<file path="src/rtl/csr_arb_pkg.sv">
`default_nettype none
//============================================================================
// Module : csr_arb_pkg
// Desc   : Shared types and defaults for the CSR i/o arbiter.
// Rev    : 1.0  initial release
//============================================================================
package csr_arb_pkg;

    localparam int c_default_aw = 16;
    localparam int c_default_dw = 16;

    typedef enum logic [1:0] {
        IDLE   = 2'b00,
        ACCESS = 2'b01,
        ACK    = 2'b10
    } state_e;

    // Owner index: 0 = J1 core, 1 = auxiliary master.
    typedef logic owner_t;
    localparam owner_t c_owner_core = 1'b0;
    localparam owner_t c_owner_aux  = 1'b1;

endpackage : csr_arb_pkg
`default_nettype wire

</file>
<file path="src/rtl/rr_arb2.sv">
`default_nettype none
//============================================================================
// Module : rr_arb2
// Desc   : Combinational two-input round-robin pick with lock override.
// Rev    : 1.0  initial release
//============================================================================
module rr_arb2
    import csr_arb_pkg::*;
(
    input  logic [1:0] req,
    input  owner_t     last_owner,
    input  logic       lock_hold,
    output owner_t     winner,
    output logic       valid
);

    always_comb begin
        valid  = |req;
        winner = last_owner;
        if (lock_hold && req[last_owner]) begin
            winner = last_owner;
        end else if (req == 2'b11) begin
            winner = ~last_owner;
        end else if (req[1]) begin
            winner = c_owner_aux;
        end else begin
            winner = c_owner_core;
        end
    end

endmodule : rr_arb2
`default_nettype wire

</file>
<file path="src/rtl/csr_io_arbiter.sv">
`default_nettype none
//============================================================================
// Module : csr_io_arbiter
// Desc   : Two-master request/ack sequencer for the CSR strobe port.
// Rev    : 1.0  initial release
//============================================================================
module csr_io_arbiter
    import csr_arb_pkg::*;
#(
    parameter int AW = c_default_aw,
    parameter int DW = c_default_dw
) (
    input  logic          clk,
    input  logic          rst_n,
    input  logic          m0_req,
    input  logic          m0_we,
    input  logic          m0_lock,
    input  logic [AW-1:0] m0_addr,
    input  logic [DW-1:0] m0_wdata,
    output logic          m0_ack,
    output logic [DW-1:0] m0_rdata,
    input  logic          m1_req,
    input  logic          m1_we,
    input  logic          m1_lock,
    input  logic [AW-1:0] m1_addr,
    input  logic [DW-1:0] m1_wdata,
    output logic          m1_ack,
    output logic [DW-1:0] m1_rdata,
    output logic [AW-1:0] csr_addr,
    output logic [DW-1:0] csr_wdata,
    output logic          csr_wr,
    output logic          csr_rd,
    input  logic [DW-1:0] csr_rdata
);

    state_e        r_state;
    state_e        w_next_state;
    owner_t        r_last_owner;
    logic          r_lock_hold;
    logic          r_we;
    logic [AW-1:0] r_csr_addr;
    logic [DW-1:0] r_csr_wdata;
    logic          r_csr_wr;
    logic          r_csr_rd;
    logic          r_m0_ack;
    logic          r_m1_ack;
    logic [DW-1:0] r_m0_rdata;
    logic [DW-1:0] r_m1_rdata;

    logic [1:0]    w_req;
    owner_t        w_winner;
    logic          w_valid;
    logic          w_sel_we;
    logic [AW-1:0] w_sel_addr;
    logic [DW-1:0] w_sel_wdata;

    assign w_req = {m1_req, m0_req};

    rr_arb2 u_rr_arb2 (
        .req        (w_req),
        .last_owner (r_last_owner),
        .lock_hold  (r_lock_hold),
        .winner     (w_winner),
        .valid      (w_valid)
    );

    always_comb begin
        w_sel_we    = m0_we;
        w_sel_addr  = m0_addr;
        w_sel_wdata = m0_wdata;
        if (w_winner == c_owner_aux) begin
            w_sel_we    = m1_we;
            w_sel_addr  = m1_addr;
            w_sel_wdata = m1_wdata;
        end
    end

    always_ff @(posedge clk or negedge rst_n) begin
        if (!rst_n) begin
            r_state <= IDLE;
        end else begin
            r_state <= w_next_state;
        end
    end

    always_comb begin
        w_next_state = r_state;
        case (r_state)
            IDLE:    if (w_valid) w_next_state = ACCESS;
            ACCESS:  w_next_state = ACK;
            ACK:     w_next_state = IDLE;
            default: w_next_state = IDLE;
        endcase
    end

    // The current owner is always last_owner once a grant has been made.
    always_ff @(posedge clk or negedge rst_n) begin
        if (!rst_n) begin
            r_last_owner <= c_owner_aux;
            r_lock_hold  <= 1'b0;
            r_we         <= 1'b0;
            r_csr_addr   <= '0;
            r_csr_wdata  <= '0;
            r_csr_wr     <= 1'b0;
            r_csr_rd     <= 1'b0;
            r_m0_ack     <= 1'b0;
            r_m1_ack     <= 1'b0;
            r_m0_rdata   <= '0;
            r_m1_rdata   <= '0;
        end else begin
            r_csr_wr <= 1'b0;
            r_csr_rd <= 1'b0;
            r_m0_ack <= 1'b0;
            r_m1_ack <= 1'b0;
            case (r_state)
                IDLE: begin
                    if (r_lock_hold && !w_req[r_last_owner]) begin
                        r_lock_hold <= 1'b0;
                    end
                    if (w_valid) begin
                        r_last_owner <= w_winner;
                        r_we         <= w_sel_we;
                        r_csr_addr   <= w_sel_addr;
                        r_csr_wdata  <= w_sel_wdata;
                        r_csr_wr     <= w_sel_we;
                        r_csr_rd     <= ~w_sel_we;
                    end
                end
                ACCESS: begin
                    if (r_last_owner == c_owner_aux) begin
                        r_m1_ack <= 1'b1;
                        if (!r_we) r_m1_rdata <= csr_rdata;
                    end else begin
                        r_m0_ack <= 1'b1;
                        if (!r_we) r_m0_rdata <= csr_rdata;
                    end
                end
                ACK: begin
                    r_lock_hold <= (r_last_owner == c_owner_aux) ? m1_lock : m0_lock;
                end
                default: begin
                end
            endcase
        end
    end

    assign csr_addr  = r_csr_addr;
    assign csr_wdata = r_csr_wdata;
    assign csr_wr    = r_csr_wr;
    assign csr_rd    = r_csr_rd;
    assign m0_ack    = r_m0_ack;
    assign m1_ack    = r_m1_ack;
    assign m0_rdata  = r_m0_rdata;
    assign m1_rdata  = r_m1_rdata;

endmodule : csr_io_arbiter
`default_nettype wire

</file>
<file path="config.mk">
export PLATFORM = sky130hd
export DESIGN_NAME = csr_io_arbiter
export DESIGN_NICKNAME = d
export VERILOG_FILES = /design/src/rtl/csr_arb_pkg.sv /design/src/rtl/rr_arb2.sv /design/src/rtl/csr_io_arbiter.sv
export SDC_FILE = /design/constraint.sdc
export NUM_CORES = 1
export LEC_CHECK = 0
export ABC_AREA = 1
export ABC_CLOCK_PERIOD_IN_PS = 3970
export CORE_MARGIN = 4
export CORE_UTILIZATION = 45
export DETAILED_ROUTE_END_ITERATION = 16
export GPL_ROUTABILITY_DRIVEN = 1
export PLACE_DENSITY = 0.86
export SYNTH_ARGS = -nofsm -noshare
export SYNTH_HDL_FRONTEND = slang
export SYNTH_SLANG_ARGS = --single-unit
</file>
<file path="constraint.sdc">
create_clock -name clk -period 3.97 [get_ports clk]
set_input_delay 0.5955 -clock clk [delete_from_list [all_inputs] [get_ports clk]]
set_output_delay 0.5955 -clock clk [all_outputs]
set_load 0.02 [all_outputs]
</file>
### After elaboration in Yosys (flattened, before gate mapping)

Cells that the tools add are included.

| word-level totals | value |
|---|---|
| output and inout port bits | 68 |
| logic and storage cells | 52 |
| register bits after elaboration | 73 |

| cells by class | value |
|---|---|
| $lt $le $gt $ge | 1 |
| bitwise operators | 3 |
| muxes and demuxes | 21 |
| equality and inequality tests | 5 |
| reduce and logical (&&, ||, !) cells | 10 |

Operators by type and width:

| kind | count |
|---|---|
| $mux 16 | 2 |
| $mux 1 | 16 |
| $reduce_and 3->1 | 2 |
| $eq 2x2->1 const B | 2 |
| $pmux 2 s2 | 1 |
| $reduce_and 2->1 | 2 |
| $not 1->1 | 3 |
| $eq 2x1->1 const B | 1 |
| $logic_and 1x1->1 | 2 |
| $logic_not 2->1 | 1 |
| $lt 1x2->1 const B | 1 |
| $mux 2 | 1 |
| $ne 2x1->1 const B | 1 |
| $ne 2x2->1 const B | 1 |
| $pmux 1 s2 | 1 |
| $reduce_bool 2->1 | 1 |
| $reduce_or 2->1 | 1 |
| $logic_not 1->1 | 1 |

### Longest topological paths before layout

Gate-level depths: netlist (run 1).

| logic depth | value |
|---|---|
| word-level depth | 8 |
| gate-level depth with buffers | 8 |
| depth with buffers taken out | 7 |

### Cells and area by module

Synthesis (run 1) repeated with hierarchy kept, for this count alone.

| second synthesis, totals | value |
|---|---|
| cells, all modules | 423 |
| area, all modules | 3285.7 µm² |

By module, submodules not included:

| module | times used | cells each | area an instance (µm²) |
|---|---|---|---|
| csr_io_arbiter | 1 | 416 | 3256.9 |
| rr_arb2 | 1 | 7 | 28.8 |

### Worst setup path before layout (run 1)

Ideal clock, no wire load.

| timing | value |
|---|---|
| kind | in2reg |
| start point | input m1_req |
| end point | register r_csr_addr[0], in the netlist csr_addr[0] |
| stages on the path | 7 |
| library setup time | 0.065 ns |
| buffers on the path | 2 |
| arrival | 1.381 ns |
| slack | 2.524 ns |
| required time | 3.905 ns |
| path through | buf_4 > nor2_1 > nor2_4 > inv_2 > buf_2 > nand2_1 > nand2_1 |

| between the ends | value |
|---|---|
| longest elaborated chain between the ends | 5 |

Ends and longest elaborated chain:

| item | RTL line | text |
|---|---|---|
| start: declaration | csr_io_arbiter.sv:22 | `input logic m1_req,` |
| $mux 1 (implied by the code) (2 in series) | rr_arb2.sv:20 | `if (lock_hold && req[last_owner]) begin` |
| $logic_and 1x1->1 | rr_arb2.sv:20 |  |
| $mux 1 | rr_arb2.sv:20 |  |
| $mux 16 | csr_io_arbiter.sv:71 | `if (w_winner == c_owner_aux) begin` |
| end signal: assignment | csr_io_arbiter.sv:123 | `r_csr_addr <= w_sel_addr;` |
| end: declaration | csr_io_arbiter.sv:41 | `logic [AW-1:0] r_csr_addr;` |

Several ways; a longest one is shown, not always the timed one. The select of a mux whose other input is x is not followed.
A chain may end at the register's enable or synchronous reset.

### Worst setup path after layout (run 1)

| timing | value |
|---|---|
| start point | input m1_req |
| end point | register r_csr_wdata[15], in the netlist csr_wdata[15] |

| between the ends | value |
|---|---|
| longest elaborated chain between the ends | 5 |

Ends and longest elaborated chain:

| item | RTL line | text |
|---|---|---|
| $mux 1 (implied by the code) (2 in series) | rr_arb2.sv:20 |  |
| $logic_and 1x1->1 | rr_arb2.sv:20 |  |
| $mux 1 | rr_arb2.sv:20 |  |
| $mux 16 | csr_io_arbiter.sv:71 |  |
| end signal: assignment | csr_io_arbiter.sv:124 | `r_csr_wdata <= w_sel_wdata;` |
| end: declaration | csr_io_arbiter.sv:42 | `logic [DW-1:0] r_csr_wdata;` |

Several ways; a longest one is shown, not always the timed one. The select of a mux whose other input is x is not followed.

==> metrics.yaml, run 1 <==
worst_setup_path:
  path_cells: "clkdlybuf4s50_1, buf_4, nor2_1, nor2_4, buf_4, inv_2, nand2_1, nand2_1"
  end_kind: "register"
  start_kind: "input pin"
  worst_path_max_delay_cell: "clkdlybuf4s50_1"
  cp_top_family: "buffers and inverters"
  worstPathArrival_ps: 2560
  crit_type: "in2reg"
  worstPathRequired_ps: 4200
  critPathMaxStageDelay_ps: 460
  cp_max_fo: 36
  critical_path_buf_inv_count: 4
sta:
  fin_crit_sh_pct: 58.5
  fin_crit_ps: 2320
  finalSetupViolations: 0
  setup_ws_ps: 1650
  tightest_slew_ps: 984
  fin_skew_ps: 14.9
  report.final.hold_viol_count: 0
  fmax_ghz: 0.431
  relSlewSlack_pct: 34.3
  final.setup.tns_ps: 0
  grt_setup_unrepaired: "no"
  drv_slew: 0
power_and_ir_drop:
  p_leak_nw: 2.67
  p_per_area_nw_per_um2: 754
  ir_worst_vdd_uv: 360
  total_power_mw: 3.88
grt:
  grt_usage_pct: 20.9
  grt_max_degree: 74
  antenna_found_initial: 0
  grt_overflow: 0
  grt_pass1_vias: 3130
  grt_pass1_wl_mm: 14.6
clock_network:
  cts_tree: "built"
  clk_latency_ps: 350
  clockRootBuffer: "clkbuf_8"
  cts_resized: 0
  h-tree-depth: 3
  path_clk_slew_ps: 80
  cts_post_setup_buffers_inserted: 0
  clock_path_buffers: 2
  postCtsHoldBufs: 0
  numCtsBuffers: 9
  cts.sinks: 73
routing:
  drt_wl_total_mm: 9.37
  ant_nets: 0
  wl_per_cell_um: 13.6
  drt-initial-drc-count: 143
  drc: 0
  vias_per_cell: 4.76
  vias: 3268
  drtPass1Iterations: 5
floorplan:
  core_area_um2: 7290
  die_y_um: 95.0
  fp.dieW_um: 95.0
  die-area_um2: 9030
  core.rowCount: 31
  start_util_pct: 46.7
  io_pins: 156
outcome:
  status: "finished clean"
logic_synthesis:
  synth.largest_area_cell: "dfrtp_1"
  synth_edf_count: 0
  synth_top_area_share_pct: 52.9
  synth_flop_cell: "dfrtp_1"
  netlist_instances: 437
  ys_async_sr_fraction_pct: 100
  synth-seq-area-share_pct: 53.6
  synthDistinctLibCells: 21
  synth.cell_area_um2: 3410
  ys_warn_count: 0
  synth_seq_cells: 73
  synth_area_leaders: "dfrtp_1 53%, nand2_1 15%, nand3_1 10%, inv_1 9.5%, o21ai_0 3.5%"
  syn_avg_cell_area_um2: 7.80
  syn_nets: 525
cells_and_area:
  num-fill-cells: 582
  post-route-util_pct: 70.6
  nNetsFinal: 671
  antenna_cells: 0
  drive_above_1_share_pct: 4.42
  syn2layout_area_growth_pct: 51.1
run:
  drv_cap: 0
placement:
  place_congestion: 0.876
  dp_slack_ps: 1280
  io_buffers: 155
  hpwl_mm: 6.90
hold_path:
  hp-class: "in2async"
-- where the power goes --
group	internal [mW]	total (mW)	leakage, nW	switching [mW]
clock network	0.238	0.545	0.0888	0.307
logic	0.884	2.01	1.68	1.13
registers	1.12	1.32	0.892	0.210
-- cell usage in the layout (no fill, tap or decap), drive strengths merged --
cell type	count
o21ai	33
clkinvlp	2
o31ai	1
clkinv	1
dfstp	1
dfrtp	72
nor2	9
clkdlybuf4s50	154
or2	1
buf	3
a21oi	1
clkbuf	9
nand3	69
nand2	140
inv	92
-- worst reg2reg max path, cell delays in order (launching register included) --
cell and delay, ps:
dfstp_2 610, inv_2 80, nand2_2 80, nand3_4 310
nand2_4 460, nand2_1 150, nand3_1 120, nand2_1 50
-- state kept, by name, indices dropped and copies added, names as in the netlist --
register,flops
r_last_owner,1
m0_ack,1
csr_wr,1
m1_ack,1
r_lock_hold,1
csr_addr,16
r_state,2
m0_rdata,16
csr_wdata,16
r_we,1
m1_rdata,16
csr_rd,1
-- path summary, 6_finish.rpt --
path	from	endpoint	slack, ps	depth (start not counted)
max in group asynchronous	rst_n	m1_rdata[11]$_DFFE_PN0P_	3020	1
min in group clk	csr_addr[1]$_DFFE_PN0P_	csr_addr[1]$_DFFE_PN0P_	480	2
min	rst_n	csr_wdata[9]$_DFFE_PN0P_	370	1
max reg2reg	r_last_owner$_DFFE_PN1P_	r_we$_DFFE_PN0P_	2010	7
min reg2reg	csr_addr[1]$_DFFE_PN0P_	csr_addr[1]$_DFFE_PN0P_	480	2
max	m1_req	csr_wdata[15]$_DFFE_PN0P_	1650	8
-- layout make-up --
cell class	count	area, um2	area share [%]
clock buffer	9	124	2.41
clock inverter	7	61.3	1.19
inverter	88	330	6.41
multi-input combinational	254	1120	21.7
sequential	73	1830	35.5
tap	99	124	2.41
timing repair buffer	157	1560	30.4
-- stage by stage --
stage	instance area, um2	hold slack [ps]	instances
after floorplan	3410	300	437
after global placement	4960	463	671
after detailed placement	4960	465	671
after CTS	5150	401	687
after global routing	5150	447	687
final	5150	366	687
-- cell families (layout without fill, tap and decap cells) --
group / Yosys count / after routing / share of synthesized area (%)
buffers and inverters: 110 / 261 / 13.5
DFF: 73 / 73 / 53.6
and+or+nand+nor: 219 / 219 / 27.6
AOI/OAI and AO/OA: 35 / 35 / 5.21
-- Yosys cell counts, types with 2 or more instances --
cell / number
nand3_1: 68
inv_2: 2
nand2_1: 138
dfrtp_1: 72
buf_6: 3
clkbuf_1: 3
buf_4: 3
o21ai_1: 9
buf_2: 12
inv_1: 86
o21ai_0: 24
nor2_1: 8
-- routing by layer --
layer / global-route usage [%] / share of wire, %
met1: 25.2 / 39
met2: 36.5 / 53
met3: 2.68 / 4.8
met4: 10.7 / 3.3
met5: 0 / 0
No activity file was read; power rests on OpenSTA's default activity.
==> run 2, diff against run 1 <==
ABC_CLOCK_PERIOD_IN_PS = 2100   (was 3970)
CORE_UTILIZATION = 38   (was 45)
PLACE_DENSITY = 0.77   (was 0.86)
clock period = 2.1 ns   (was 3.97 ns; I/O delays follow)
==> metrics.yaml, run 2 (synthesis gave the netlist of run 1 again) <==
routing:
  drt_wl_total_mm: 9.60  # was 9.37 mm
  ant_nets: 0  # unchanged
  vias_per_cell: 4.64  # was 4.76
  drc: 0  # unchanged
  wl_met2_mm: 4.93  # was 4.97 mm
  vias: 3265  # was 3268
  top_layer: "met4"  # unchanged
  drt-initial-drc-count: 129  # was 143
  wl_met3_um: 585  # was 446 um
  wl_met1_mm: 3.83  # was 3.64 mm
  drtPass1Iterations: 4  # was 5
  wl_per_cell_um: 13.6  # about the same
cells_and_area:
  layout_common_cells: "154 x clkdlybuf4s50_1, 138 x nand2_1, 86 x inv_1"  # unchanged
  layoutNonFillerInstCount: 704  # was 687
  drive_above_1_share_pct: 5.54  # was 4.42%
  nNetsFinal: 680  # was 671
  syn2layout_area_growth_pct: 54.0  # was 51.1%
  final_common_cell: "clkdlybuf4s50_1"  # unchanged
  antenna_cells: 0  # unchanged
worst_setup_path:
  r2r_slack_ps: 540  # was 2010 ps
  critPathMaxStageDelay_ps: 630  # was 460 ps
  r2r-end: "r_we$_DFFE_PN0P_"  # unchanged
  r2r_start: "r_last_owner$_DFFE_PN1P_"  # unchanged
  worstPathArrival_ps: 1330  # was 2560 ps
  critical_path_buf_inv_count: 1  # was 4
  r2r_cells: 7  # unchanged
  worstPathRequired_ps: 1780  # was 4200 ps
  path_cells: "clkdlybuf4s50_1"  # was clkdlybuf4s50_1, buf_4, nor2_1, nor2_4, buf_4, inv_2, nand2_1, nand2_1
  crit_type: "reg2out"  # was in2reg
  cp_top_family: "buffers and inverters"  # unchanged
  cp_max_fo: 2  # was 36
  end_kind: "primary output"  # was register
  worst_path_max_delay_cell: "clkdlybuf4s50_1"  # unchanged
  start_kind: "register"  # was input pin
sta:
  final.setup.tns_ps: 0  # unchanged
  fin_skew_ps: 14.0  # was 14.9 ps
  finalSetupViolations: 0  # unchanged
  setup_ws_ps: 453  # was 1650 ps
  report.final.hold_viol_count: 0  # unchanged
  tightest_slew_ps: 491  # was 984 ps
  fin_crit_ps: 1650
  fin_crit_sh_pct: 78.4
  fmax_ghz: 0.607
  fin_hold_ws_ps: 483  # was 366 ps
  grt_setup_unrepaired: "no"  # unchanged
  relSlewSlack_pct: 67.3  # was 34.3%
  drv_slew: 0  # unchanged
clock_network:
  h-tree-depth: 3  # unchanged
  clk_latency_ps: 330  # was 350 ps
  clockRootBuffer: "clkbuf_8"  # unchanged
  clock_path_buffers: 2  # unchanged
  cts.sinks: 73  # unchanged
  path_clk_slew_ps: 80  # about the same
  cts_post_setup_buffers_inserted: 0  # unchanged
  cts_resized: 0  # unchanged
  numCtsBuffers: 9  # unchanged
  cts_tree: "built"  # unchanged
  postCtsHoldBufs: 1  # was 0
floorplan:
  core_area_um2: 8720  # was 7290 um2
  start_util_pct: 39.1  # was 46.7%
  fp.dieW_um: 103  # was 95.0 um
  die-area_um2: 10500  # was 9030 um2
  io_pins: 156  # unchanged
  core.rowCount: 34  # was 31
  die_y_um: 103  # was 95.0 um
power_and_ir_drop:
  ir_worst_vdd_uv: 563  # was 360 uV
  p_leak_nw: 2.72  # was 2.67 nW
  p_per_area_nw_per_um2: 1400  # was 754 nW/um2
run:
  drv_cap: 0  # unchanged
placement:
  io_buffers: 155  # unchanged
  dp_slack_ps: 329  # was 1280 ps
  hpwl_mm: 7.23  # was 6.90 mm
  place_congestion: 0.818  # was 0.876
  dpl.cell_count: 688  # was 671
grt:
  grt_pass1_vias: 3213  # was 3130
  grt_overflow: 0  # unchanged
  grt_max_degree: 38  # was 74
  grt_usage_pct: 18.1  # was 20.9%
  antenna_found_initial: 0  # unchanged
  grt_pass1_wl_mm: 15.2  # was 14.6 mm
outcome:
  status: "finished clean"  # unchanged
hold_path:
  hp-class: "in2async"  # unchanged
## run 2: final cells by class
type | count | area (um2)
sequential | 73 | 1830
timing repair buffer | 166 | 1660
clock buffer | 11 | 151
tap | 108 | 135
clock inverter | 4 | 27.5
fill | 786 | 3470
multi-input combinational | 254 | 1120
inverter | 88 | 330
## run 2: through the flow
| step | area (um2) | power, mW | util (%) |
|---|---|---|---|
| floorplan | 3410 | 4.52 | - |
| global placement | 5060 | 6.32 | 58.0 |
| detailed placement | 5060 | 6.44 | 58.0 |
| CTS | 5250 | 7.47 | 60.2 |
| global route | 5250 | 7.90 | 60.2 |
| finish | 5250 | 7.38 | 60.2 |
## run 2: worst max-delay path by stage
stage | startpoint | to | slack, ps | cells past startpoint
6_report | csr_addr[14]$_DFFE_PN0P_ | csr_addr[14] | 450 | 1
5_1_grt | r_last_owner$_DFFE_PN1P_ | r_we$_DFFE_PN0P_ | 350 | 7
4_1_cts | csr_addr[14]$_DFFE_PN0P_ | csr_addr[14] | 430 | 1
3_5_place_dp | m1_req | r_we$_DFFE_PN0P_ | 330 | 6
3_3_place_gp | m1_req | r_we$_DFFE_PN0P_ | 400 | 6
2_1_floorplan | r_last_owner$_DFFE_PN1P_ | csr_addr[0]$_DFFE_PN0P_ | 820 | 6
## run 2: where the power goes
group	leakage (nW)	total, mW	switching, mW	internal, mW
Clock	0.0956	0.997	0.507	0.490
Combinational	1.73	3.88	2.14	1.74
Sequential	0.892	2.50	0.393	2.11
## run 2: per-layer routing
metal  global-route usage (%)  up-vias
li1                         -     1631
met1                     23.1     1492
met2                     30.5      125
met3                     2.98       17
met4                     7.57        0
met5                        0        -
==> run 3, diff against run 2 <==
ABC_CLOCK_PERIOD_IN_PS = 1400   (was 2100)
clock period = 1.4 ns   (was 2.1 ns; I/O delays follow)
==> metrics.yaml, run 3 (synthesis gave the netlist of run 1 again) <==
outcome:
  status: "finished clean"  # unchanged
placement:
  place_congestion: 0.834  # was 0.818
  hpwl_mm: 7.44  # was 7.23 mm
  io_buffers: 155  # unchanged
  dpl.cell_count: 701  # was 688
  dp_slack_ps: -105  # was 329 ps
  dpl_cell_area_um2: 5230  # was 5060 um2
worst_setup_path:
  cp_max_fo: 10  # was 2
  worst_path_max_delay_cell: "dfstp_2"  # was clkdlybuf4s50_1
  start_kind: "register"  # unchanged
  crit_path_start: "r_last_owner$_DFFE_PN1P_"  # was csr_addr[14]$_DFFE_PN0P_
  cp_top_family: "flip-flops"  # was buffers and inverters
  end_kind: "register"  # was primary output
  worstPathRequired_ps: 1640  # was 1780 ps
  critPathMaxStageDelay_ps: 560  # was 630 ps
  cpMostUsedCell: "nand2_1"
  worstPathArrival_ps: 1620  # was 1330 ps
  critical_path_buf_inv_count: 2  # was 1
  path_cells: "inv_2, nand2_2, nand3_4, nand2_8, clkbuf_16, nand2_1, nand3_1, nand2_1"  # was clkdlybuf4s50_1
  r2r_start: "r_last_owner$_DFFE_PN1P_"  # unchanged
  crit_type: "reg2reg"  # was reg2out
clock_network:
  clk_latency_ps: 350  # was 330 ps
  numCtsBuffers: 9  # unchanged
  clock_path_buffers: 2  # unchanged
  clockRootBuffer: "clkbuf_8"  # unchanged
  h-tree-depth: 3  # unchanged
  cts.sinks: 73  # unchanged
  path_clk_slew_ps: 80  # about the same
  cts_tree: "built"  # unchanged
sta:
  drv_slew: 0  # unchanged
  fin_skew_ps: 12.9  # was 14.0 ps
  setup_ws_ps: 12.1  # was 453 ps
  final.setup.tns_ps: 0  # unchanged
  fin_hold_ws_ps: 317  # was 483 ps
  fin_crit_sh_pct: 99.1
  tightest_slew_ps: 332  # was 491 ps
  finalSetupViolations: 0  # unchanged
  grt_setup_unrepaired: "yes"  # was no
  fmax_ghz: 0.721
  report.final.hold_viol_count: 0  # unchanged
  relSlewSlack_pct: 77.8  # was 67.3%
  fin_crit_ps: 1390
grt:
  grt_pass1_wl_mm: 15.4  # was 15.2 mm
  grt_max_degree: 38  # unchanged
  grt_usage_pct: 18.6  # was 18.1%
  grt_pass1_vias: 3245  # was 3213
  grt_overflow: 0  # unchanged
  antenna_found_initial: 0  # unchanged
routing:
  vias: 3410  # was 3265
  wl_per_cell_um: 14.1  # was 13.6 um
  drt-initial-drc-count: 132  # was 129
  vias_per_cell: 4.70  # was 4.64
  drc: 0  # unchanged
  drt_wl_total_mm: 10.3  # was 9.60 mm
  ant_nets: 0  # unchanged
  drtPass1Iterations: 4  # unchanged
power_and_ir_drop:
  p_leak_nw: 3.05  # was 2.72 nW
  p_per_area_nw_per_um2: 2010  # was 1400 nW/um2
  total_power_mw: 11.2  # was 7.38 mW
  ir_worst_vdd_uv: 801  # was 563 uV
floorplan:
  io_pins: 156  # unchanged
  die-area_um2: 10500  # unchanged
  fp.dieW_um: 103  # unchanged
  die_y_um: 103  # unchanged
  start_util_pct: 39.1  # unchanged
  core.rowCount: 34  # unchanged
  core_area_um2: 8720  # unchanged
cells_and_area:
  layout_common_cells: "130 x nand2_1, 86 x inv_1, 86 x clkdlybuf4s50_1"  # was 154 x clkdlybuf4s50_1, 138 x nand2_1, 86 x inv_1
  drive_above_1_share_pct: 11.5  # was 5.54%
  post-route-util_pct: 63.7  # was 60.2%
  num-fill-cells: 783  # was 786
  final_common_cell: "nand2_1"  # was clkdlybuf4s50_1
  antenna_cells: 0  # unchanged
  syn2layout_area_growth_pct: 63.0  # was 54.0%
  layoutNonFillerInstCount: 725  # was 704
  nNetsFinal: 700  # was 680
  final_area_um2: 5560  # was 5250 um2
run:
  drv_cap: 0  # unchanged
hold_path:
  hp-class: "in2async"  # unchanged
## run 3: cell types whose count changed in the layout (fill, tap and decap cells not counted), sizes merged, moves of 2 or more
cell,delta
dlygate4sd2,+68
clkdlybuf4s50,-68
buf,+17
clkinvlp,+2
clkbuf,+2
## run 3: final timing paths
path	cells past startpoint	slack, ps	to
setup / recovery	8	10	csr_wdata[0]$_DFFE_PN0P_
hold / removal	2	320	m0_rdata[1]$_DFFE_PN0P_
setup reg to reg	8	10	csr_wdata[0]$_DFFE_PN0P_
hold reg to reg	2	470	csr_addr[6]$_DFFE_PN0P_
max in group asynchronous	3	550	csr_wdata[1]$_DFFE_PN0P_
min in group clk	3	410	m1_rdata[3]$_DFFE_PN0P_
## run 3: what timing repair did
action | 4_1_cts | 5_1_grt
hold buffers | 1 | 0
gates cloned | 0 | 4
setup buffers | 1 | 2
endpoints found under the hold margin | 21 | 0
pin swaps | 0 | 2
gates resized for setup | 69 | 32
endpoints found under the setup margin | 75 | 48
## run 3: cell type report
class	instances	area [um2]	area share [%]
clock buffer	10	128	2.30
inverter	88	330	5.94
sequential	73	1830	32.9
multi-input combinational	254	1200	21.6
timing repair buffer	186	1870	33.6
clock inverter	6	67.6	1.22
tap	108	135	2.43
## run 3: worst register-to-register path, delay by kind of cell (launching register included)
| family | cells | cell delay [ps] |
|---|---|---|
| DFF | 1 | 560 |
| and+or+nand+nor | 6 | 510 |
| buffers and inverters | 2 | 210 |
## run 3: power by group
group / leakage [nW] / internal (mW) / switching, mW / total, mW
Clock: 0.0929 / 0.830 / 0.818 / 1.65
Combinational: 2.06 / 2.38 / 3.41 / 5.79
Sequential: 0.892 / 3.16 / 0.578 / 3.74
## run 3: per-layer routing
layer,up-vias,track usage (%),part of all wire (%)
li1,1675,-,-
met1,1629,23.3,41
met2,88,31.3,51
met3,18,3.32,5.6
met4,0,7.97,2.2
met5,-,0,0
